--- config.mk ---
export PLATFORM = sky130hd
export DESIGN_NAME = reg_to_mem_pipe
export DESIGN_NICKNAME = d
export VERILOG_FILES = /design/src/rtl/reg_to_mem_pipe.sv
export SDC_FILE = /design/constraint.sdc
export NUM_CORES = 1
export LEC_CHECK = 0
export ABC_AREA = 1
export CAP_MARGIN = 20
export CORE_ASPECT_RATIO = 2
export CORE_MARGIN = 5
export CORE_UTILIZATION = 30
export CTS_CLUSTER_DIAMETER = 30
export DETAILED_ROUTE_END_ITERATION = 10
export PLACE_DENSITY = 0.84
export SYNTH_ARGS = -nofsm -noshare
export SYNTH_HDL_FRONTEND = slang
export SYNTH_SLANG_ARGS = --single-unit
--- constraint.sdc ---
create_clock -name clk_i -period 1.3 [get_ports clk_i]
set_clock_uncertainty 0.2 [all_clocks]
set_input_delay 0.195 -clock clk_i [delete_from_list [all_inputs] [get_ports clk_i]]
set_output_delay 0.195 -clock clk_i [all_outputs]
set_load 0.02 [all_outputs]
--- src/rtl/reg_to_mem_pipe.sv ---
// Register-bus to single-port SRAM bridge: one outstanding access, one-cycle response pulse.
// Optional watchdog and stale-beat filtering are enabled by defining REG_TO_MEM_PIPE_TIMEOUT_EN.

package reg_to_mem_pipe_pkg;

  typedef struct packed {
    logic [31:0] addr;
    logic        write;
    logic [31:0] wdata;
    logic [3:0]  wstrb;
    logic        valid;
  } reg_req_t;

  typedef struct packed {
    logic [31:0] rdata;
    logic        error;
    logic        ready;
  } reg_rsp_t;

endpackage

module reg_to_mem_pipe #(
  parameter int             AW        = 10,
  parameter int             DW        = 32,
  parameter int             RAW       = 32,
  parameter logic [RAW-1:0] BASE_ADDR = '0,
  parameter int             TIMEOUT   = 64,
  parameter type            req_t     = reg_to_mem_pipe_pkg::reg_req_t,
  parameter type            rsp_t     = reg_to_mem_pipe_pkg::reg_rsp_t
) (
  input  logic          clk_i,
  input  logic          rst_i,
  input  req_t          reg_req_i,
  output rsp_t          reg_rsp_o,
  output logic          req_o,
  input  logic          gnt_i,
  output logic          we_o,
  output logic [AW-1:0] addr_o,
  output logic [DW-1:0] wdata_o,
  output logic [DW/8-1:0] wstrb_o,
  input  logic [DW-1:0] rdata_i,
  input  logic          rvalid_i,
  input  logic          rerror_i,
  output logic          busy_o
);

  localparam int SW  = DW / 8;
  localparam int LSB = $clog2(SW);

  typedef enum logic [1:0] {
    IDLE,
    WAIT_RD,
    RESP
  } state_t;

  state_t          state_q, state_d;
  logic [RAW-1:0]  req_addr;
  logic [RAW-1:0]  off;
  logic            in_range;
  logic            load;
  logic            beat_ok;
  logic [DW-1:0]   rdata_q, rdata_n;
  logic            error_q, error_n;

`ifdef REG_TO_MEM_PIPE_TIMEOUT_EN
  localparam int CW = (TIMEOUT > 2) ? $clog2(TIMEOUT) : 1;

  logic [CW-1:0]   cnt_q;
  logic            stale_q;
  logic            counting;
  logic            timeout_hit;
  logic            stale_set;

  assign timeout_hit = (cnt_q == CW'(TIMEOUT - 1));
  assign beat_ok     = rvalid_i & ~stale_q;
`else
  assign beat_ok     = rvalid_i;
`endif

  // Window decode: anything below the base or past the last word is rejected without touching the SRAM.
  assign req_addr = RAW'(reg_req_i.addr);
  assign off      = req_addr - BASE_ADDR;
  assign in_range = (req_addr >= BASE_ADDR) && ((off >> (AW + LSB)) == '0);

  assign addr_o  = AW'(off >> LSB);
  assign wdata_o = DW'(reg_req_i.wdata);
  assign wstrb_o = SW'(reg_req_i.wstrb);
  assign we_o    = req_o & reg_req_i.write;
  assign busy_o  = (state_q != IDLE);

  always_comb begin
    state_d = state_q;
    req_o   = 1'b0;
    load    = 1'b0;
    rdata_n = '0;
    error_n = 1'b0;
`ifdef REG_TO_MEM_PIPE_TIMEOUT_EN
    counting  = 1'b0;
    stale_set = 1'b0;
`endif
    case (state_q)
      IDLE: begin
        if (reg_req_i.valid) begin
          if (in_range) begin
            req_o = 1'b1;
            if (gnt_i) begin
              if (reg_req_i.write) begin
                state_d = RESP;
                load    = 1'b1;
              end else begin
                state_d = WAIT_RD;
              end
            end
`ifdef REG_TO_MEM_PIPE_TIMEOUT_EN
            else begin
              counting = 1'b1;
              if (timeout_hit) begin
                state_d = RESP;
                load    = 1'b1;
                error_n = 1'b1;
              end
            end
`endif
          end else begin
            state_d = RESP;
            load    = 1'b1;
            error_n = 1'b1;
          end
        end
      end
      WAIT_RD: begin
        if (beat_ok) begin
          state_d = RESP;
          load    = 1'b1;
          rdata_n = rdata_i;
          error_n = rerror_i;
        end
`ifdef REG_TO_MEM_PIPE_TIMEOUT_EN
        else begin
          counting = 1'b1;
          if (timeout_hit) begin
            state_d   = RESP;
            load      = 1'b1;
            error_n   = 1'b1;
            stale_set = 1'b1;
          end
        end
`endif
      end
      RESP: begin
        state_d = IDLE;
      end
      default: begin
        state_d = IDLE;
      end
    endcase
  end

  always_ff @(posedge clk_i) begin
    if (rst_i) begin
      state_q <= IDLE;
      rdata_q <= '0;
      error_q <= 1'b0;
    end else begin
      state_q <= state_d;
      if (load) begin
        rdata_q <= rdata_n;
        error_q <= error_n;
      end
    end
  end

`ifdef REG_TO_MEM_PIPE_TIMEOUT_EN
  // The abandoned read's beat may still arrive later, in any state; the first one after a timeout is swallowed.
  always_ff @(posedge clk_i) begin
    if (rst_i) begin
      cnt_q   <= '0;
      stale_q <= 1'b0;
    end else begin
      if ((state_d != state_q) || !counting) begin
        cnt_q <= '0;
      end else begin
        cnt_q <= cnt_q + 1'b1;
      end
      if (stale_set) begin
        stale_q <= 1'b1;
      end else if (rvalid_i) begin
        stale_q <= 1'b0;
      end
    end
  end
`endif

  always_comb begin
    reg_rsp_o = '0;
    if (state_q == RESP) begin
      reg_rsp_o.ready = 1'b1;
      reg_rsp_o.rdata = rdata_q;
      reg_rsp_o.error = error_q;
    end
  end

endmodule
==> results of run 1 <==
sequential cells by signal, summed over array words and instances (netlist names):
| register | count |
|---|---|
| state_q | 2 |
| rdata_q | 32 |
| error_q | 1 |
layer usage:
metal,vias up,wire length (µm),global-route usage [%]
met2,69,4630,29.2
met4,0,563,14.2
li1,1100,-,-
met1,1089,2380,14.1
met5,-,0,0
met3,56,348,2.29
worst max-delay path, cell delays in order, from the launching register on:
cell       delay (ns)
dfxtp_2          0.33
inv_2            0.05
nor2_4           0.13
inv_6            0.09
clkbuf_16        0.18
nor2_4           0.09
buf_6            0.12
placed cells by master (no fill, tap or decap), drive strengths merged:
cell type	count
nor3	1
nand2	45
nand3	36
clkinvlp	1
nand4	1
a21oi	34
clkbuf	10
nor2	52
dfxtp	35
and2	1
dlygate4sd2	20
clkinv	1
clkdlybuf4s50	37
buf	94
inv	41
timing repair:
item	4_1_cts	5_1_grt
pin swaps	27	7
hold buffers	0	0
resized for setup	259	13
setup endpoints to repair	72	72
gates cloned	3	4
setup buffers	6	4
final cells by class:
cell class,count,share of cell area (%)
clock buffer,6,3.06
clock inverter,2,0.298
inverter,41,3.96
multi-input combinational,170,33.3
sequential,35,16.7
tap,96,2.86
timing repair buffer,155,39.8
power breakdown:
| group | internal, mW | switching [mW] | leakage [nW] | total (mW) |
|---|---|---|---|---|
| sequential | 1.08 | 0.00272 | 0.283 | 1.08 |
| combinational | 0.326 | 0.277 | 1.13 | 0.603 |
| clock | 0.706 | 0.451 | 0.0669 | 1.16 |
cell families (layout without fill, tap and decap cells):
kind of cell	count (synthesis)	count (layout)	share of synthesized area, %
simple gates	136	136	32.6
flops	35	35	29.2
buf+inv	103	204	26.6
compound gates	34	34	11.6
how the worst max path moves through the flow:
| stage | end | cells after the start |
|---|---|---|
| 5_1_grt | reg_rsp_o[18] | 6 |
| 6_report | reg_rsp_o[18] | 6 |
| 4_1_cts | rdata_q[15] | 12 |
| 3_3_place_gp | req_o | 7 |
| 3_5_place_dp | req_o | 7 |
| 2_1_floorplan | rdata_q[28] | 9 |
per-stage QoR:
stage | utilization, % | setup WS [ns]
detailed placement | 46.9 | -0.920
global placement | 46.9 | -0.860
CTS | 51.5 | -0.399
finish | 53.3 | -0.363
global route | 53.3 | -0.412
floorplan | - | -0.144
==> metrics.txt, run 1 <==
status=complete, but fails checks; violations in the final reports=negative setup slack; die height=between 100 and 150 µm; PortBufs=95; Initial Util=30.4%; clk_lat worst skew=about 0.28 ns; Fin. Hold Viols=0; post-synthesis cell area=2400 µm²; worst vdd ir=0.000613 V; Final Cell Area=4210 µm²; post-route ant nets=0; Post-synth EDFFs=0; synthesized flop and latch total=35; R2R cell count=11; Hold Crit Start=rst_i; top post-synthesis cells by count=49 x nor2_1, 46 x buf_4, 42 x nand2_1; RSZ-0062 raised after global routing=yes; Pwr Total=approximately 2.8 mW; Cells after Synth=between 300 and 400; Least-Margin Pin Slew=about 0.26 ns; Die ar.=9990 µm²; R2R Path End=rdata_q[20]; fill cell count=694; Crit Reg-Reg Startpoint=state_q[1]; Total GRT Usage=15.9%; vias per cell=4.58; clk slew on worst S/H paths=0.05 ns; # diodes=0; endpoints failing setup=72; initial antenna violation count=0; vias in the first global route=around 2,600; via count=2,314; max-cap check violation count=0; dpl cells=just under 500; Remaining Overflow, GRT=0; Seq/Total Area, Yosys=29.2%; Async SR Flop Fraction=0%; DRC violations left=0; critical path type=reg -> out; Data required, critical path=about 0.90 ns; area grow syn2layout=75.3%; Hold Path Sink=state_q[1]; Max Slew Vio Count=0; crit end category=primary output; root buf cell=clkbuf_16; relative slew slack=82.9%; CTS sink count=35; drt wl/cell=roughly 16 µm; register area=703 µm²; CP Launch Type=flip-flop; top cells by area, synth=dfxtp_1 29%, buf_4 14%, nand3_2 13%; Placed Area=3700 µm²; syn avg cell area=7.79 µm²; Most used DFF post-synth=dfxtp_1; largest net degree at the start of global routing=36; post-route insts no fill=505; Final #Nets=515; r2r setup slk=-0.31 ns; critical path peak fanout=6; Pre-antenna DRT Iters=4; CTS Buf Count=5; syn nets=415; CTS H-Tree Depth=2; final worst slack=-0.363 ns; Die X=73.2 µm; Final TNS setup=-22.27 ns; Post-Route WL=7930 µm; Critical Path AT=1.27 ns; Final Cycle Share=128%; maximum clock path buffer count=2; Post-DP HPWL=around 5600 µm; count leader, synth=nor2_1; TritonCTS clock tree=built; core area=7890 µm²; max frequency=601 MHz; routability cong.=0.761; Yosys warning total=0; Fin Hold WS=between 0.1 and 0.15 ns; multi-input logic area=around 1400 µm²; Pleak=1.48 nW; initial DRC count=50; Yosys top cell by area=dfxtp_1; Synth cell types=24; IO Count=190; post-synth top area share=29.2%; site row count=46; post-layout minimum cycle time=between 1.5 and 2 ns; Hold Crit Depth=3; share of layout cells above drive strength 1=54.5%; Critical Path Source=state_q[1]; global-route wire length before repair=12,100 µm; worst hold path class=in -> reg; Pwr Density=676 nW/µm²
(Power assumes the default switching activity.)
==> run 2: changes to the inputs <==
--- a/config.mk
+++ b/config.mk
@@ -13,6 +13,7 @@
 export CTS_CLUSTER_DIAMETER = 30
 export DETAILED_ROUTE_END_ITERATION = 10
 export PLACE_DENSITY = 0.84
+export SETUP_SLACK_MARGIN = 0.02
 export SYNTH_ARGS = -nofsm -noshare
 export SYNTH_HDL_FRONTEND = slang
 export SYNTH_SLANG_ARGS = --single-unit
==> run 2 against run 1 <==
Against the previous run: the run still ends with negative setup slack left; final cell count stayed put; first-iteration DRC count is 58% lower; sequential power about the same; maximum frequency down 1.6%; via count shrank 0.30%; cell area rose by 0.18%; largest power group unchanged.
==> metrics.txt, run 2 (same netlist as run 1, synthesis figures left out) <==
status=complete, but fails checks (unchanged); violations in the final reports=negative setup slack (unchanged); Remaining Overflow, GRT=0 (unchanged); root buf cell=clkbuf_16 (unchanged); IO Count=190 (unchanged); Post-DP HPWL=5600 µm (was 5610 µm); area grow syn2layout=75.6% (was 75.3%); register area=703 µm² (unchanged); Critical Path AT=1.29 ns (was 1.27 ns); Fin. Hold Viols=0 (unchanged); Data required, critical path=0.90 ns (about the same); vias in the first global route=2,554 (was 2,596); # diodes=0 (unchanged); largest net degree at the start of global routing=36 (unchanged); Pwr Density=674 nW/µm² (was 676 nW/µm²); top flop regs=rdata_q (32), state_q (2), error_q (1) (unchanged); share of layout cells above drive strength 1=56.7% (was 54.5%); CP Launch Type=flip-flop (unchanged); final worst slack=-0.390 ns (was -0.363 ns); Largest register FFs=32 (unchanged); post-layout minimum cycle time=1.69 ns (was 1.66 ns); crit end category=primary output (unchanged); Biggest register=rdata_q (unchanged); critical path peak fanout=7 (was 6); max-cap check violation count=0 (unchanged); Post-Route WL=7760 µm (was 7930 µm); multi-input logic area=1410 µm² (was 1400 µm²); clk_lat worst skew=0.28 ns (about the same); die height=136 µm (unchanged); routability cong.=0.785 (was 0.761); dpl cells=486 (was 483); worst vdd ir=0.000509 V (was 0.000613 V); CTS Hold Bufs=0 (unchanged); Max Slew Vio Count=0 (unchanged); vias per cell=4.57 (was 4.58); Pre-antenna DRT Iters=4 (unchanged); Pwr Total=2.84 mW (about the same); RSZ-0062 raised after global routing=yes (unchanged); core area=7890 µm² (unchanged); TritonCTS clock tree=built (unchanged); post-route ant nets=0 (unchanged); Initial Util=30.4% (unchanged); endpoints failing setup=72 (unchanged); Pleak=1.47 nW (was 1.48 nW); Die X=73.2 µm (unchanged); Final #Nets=515 (unchanged); Final Cycle Share=130% (was 128%); max frequency=592 MHz (was 601 MHz); Die ar.=9990 µm² (unchanged); highest-count cells in the layout ignoring fill and taps=43 x buf_6, 40 x nand2_1, 38 x buf_4 (was 42 x nand2_1, 41 x buf_6, 39 x buf_4); worst hold path class=in -> reg (unchanged); Least-Margin Pin Slew=0.253 ns (was 0.257 ns); dpl ws=-1.00 ns (was -0.920 ns); post-route insts no fill=505 (unchanged); CTS sink count=35 (unchanged); initial antenna violation count=0 (unchanged); drt wl/cell=15.4 µm (was 15.7 µm); clk slew on worst S/H paths=0.06 ns (was 0.05 ns); PortBufs=95 (unchanged); DRC violations left=0 (unchanged); fill cell count=687 (was 694); global-route wire length before repair=12,300 µm (was 12,100 µm); CTS Buf Count=5 (unchanged); site row count=46 (unchanged); relative slew slack=83.1% (was 82.9%); most common cell after layout, fill and taps aside=buf_6 (was nand2_1); initial DRC count=21 (was 50); CTS H-Tree Depth=2 (unchanged); Total GRT Usage=16.1% (was 15.9%); critical path type=reg -> out (unchanged); Fin Hold WS=0.149 ns (was 0.143 ns); via count=2,307 (was 2,314); maximum clock path buffer count=2 (unchanged)
[run 2: cell count changes in the layout (fill, tap and decap cells not counted), sizes merged]
cell           previous run  this run
clkinvlp                  1         0
buf                      94       102
clkdlybuf4s15             0         8
dlygate4sd2              20         8
clkbuf                   10         7
[run 2: critical path, cell delays in order, from the launching register on]
cell and delay, ns:
dfxtp_2 0.34, inv_2 0.05, nor2_4 0.14, inv_6 0.11, buf_12 0.16, nor2_4 0.09, buf_6 0.12
[run 2: stage by stage]
step / util (%) / TNS [ns] / cell area, µm²
5_1_grt: 53.4 / -28.05 / 4210
4_1_cts: 53.2 / -23.09 / 4200
2_1_floorplan: - / -6.38 / 2700
6_report: 53.4 / -24.12 / 4210
3_3_place_gp: 47.5 / -40.16 / 3750
3_5_place_dp: 47.5 / -44.01 / 3750
[run 2: final timing paths]
check | start | end | slack [ns] | cells after the start
worst max-delay path | state_q[1] | reg_rsp_o[26] | -0.39 | 6
worst max register to register | state_q[1] | rdata_q[31] | -0.37 | 11
worst min register to register | rdata_q[7] | rdata_q[7] | 0.27 | 2
worst min-delay path | rst_i | rdata_q[10] | 0.15 | 3
[run 2: power by group]
| group | internal, mW | leakage [nW] | total (mW) | switching, mW |
|---|---|---|---|---|
| Combinational | 0.332 | 1.11 | 0.613 | 0.281 |
| Clock | 0.708 | 0.0679 | 1.15 | 0.437 |
| Sequential | 1.08 | 0.283 | 1.08 | 0.00273 |
| Total | 2.12 | 1.47 | 2.84 | 0.721 |
[run 2: timing repair]
item,in CTS,in global routing
setup buffers,8,3
setup endpoints to repair,72,72
gates cloned,5,0
gates resized for setup,289,8
pin swaps,51,1
[run 2: area by class of cell]
cell class	count	area share [%]
Clock buffer	7	3.15
Multi-Input combinational cell	170	33.5
Sequential cell	35	16.7
Timing Repair Buffer	155	39.7
Clock inverter	1	0.119
Inverter	41	3.95
Tap cell	96	2.85
[run 2: per-layer routing]
| metal | global-route usage (%) | wire (µm) |
|---|---|---|
| met1 | 14.8 | 2420 |
| met3 | 3.03 | 470 |
| met4 | 11.0 | 463 |
| met5 | 0 | 0 |
| met2 | 30.3 | 4410 |
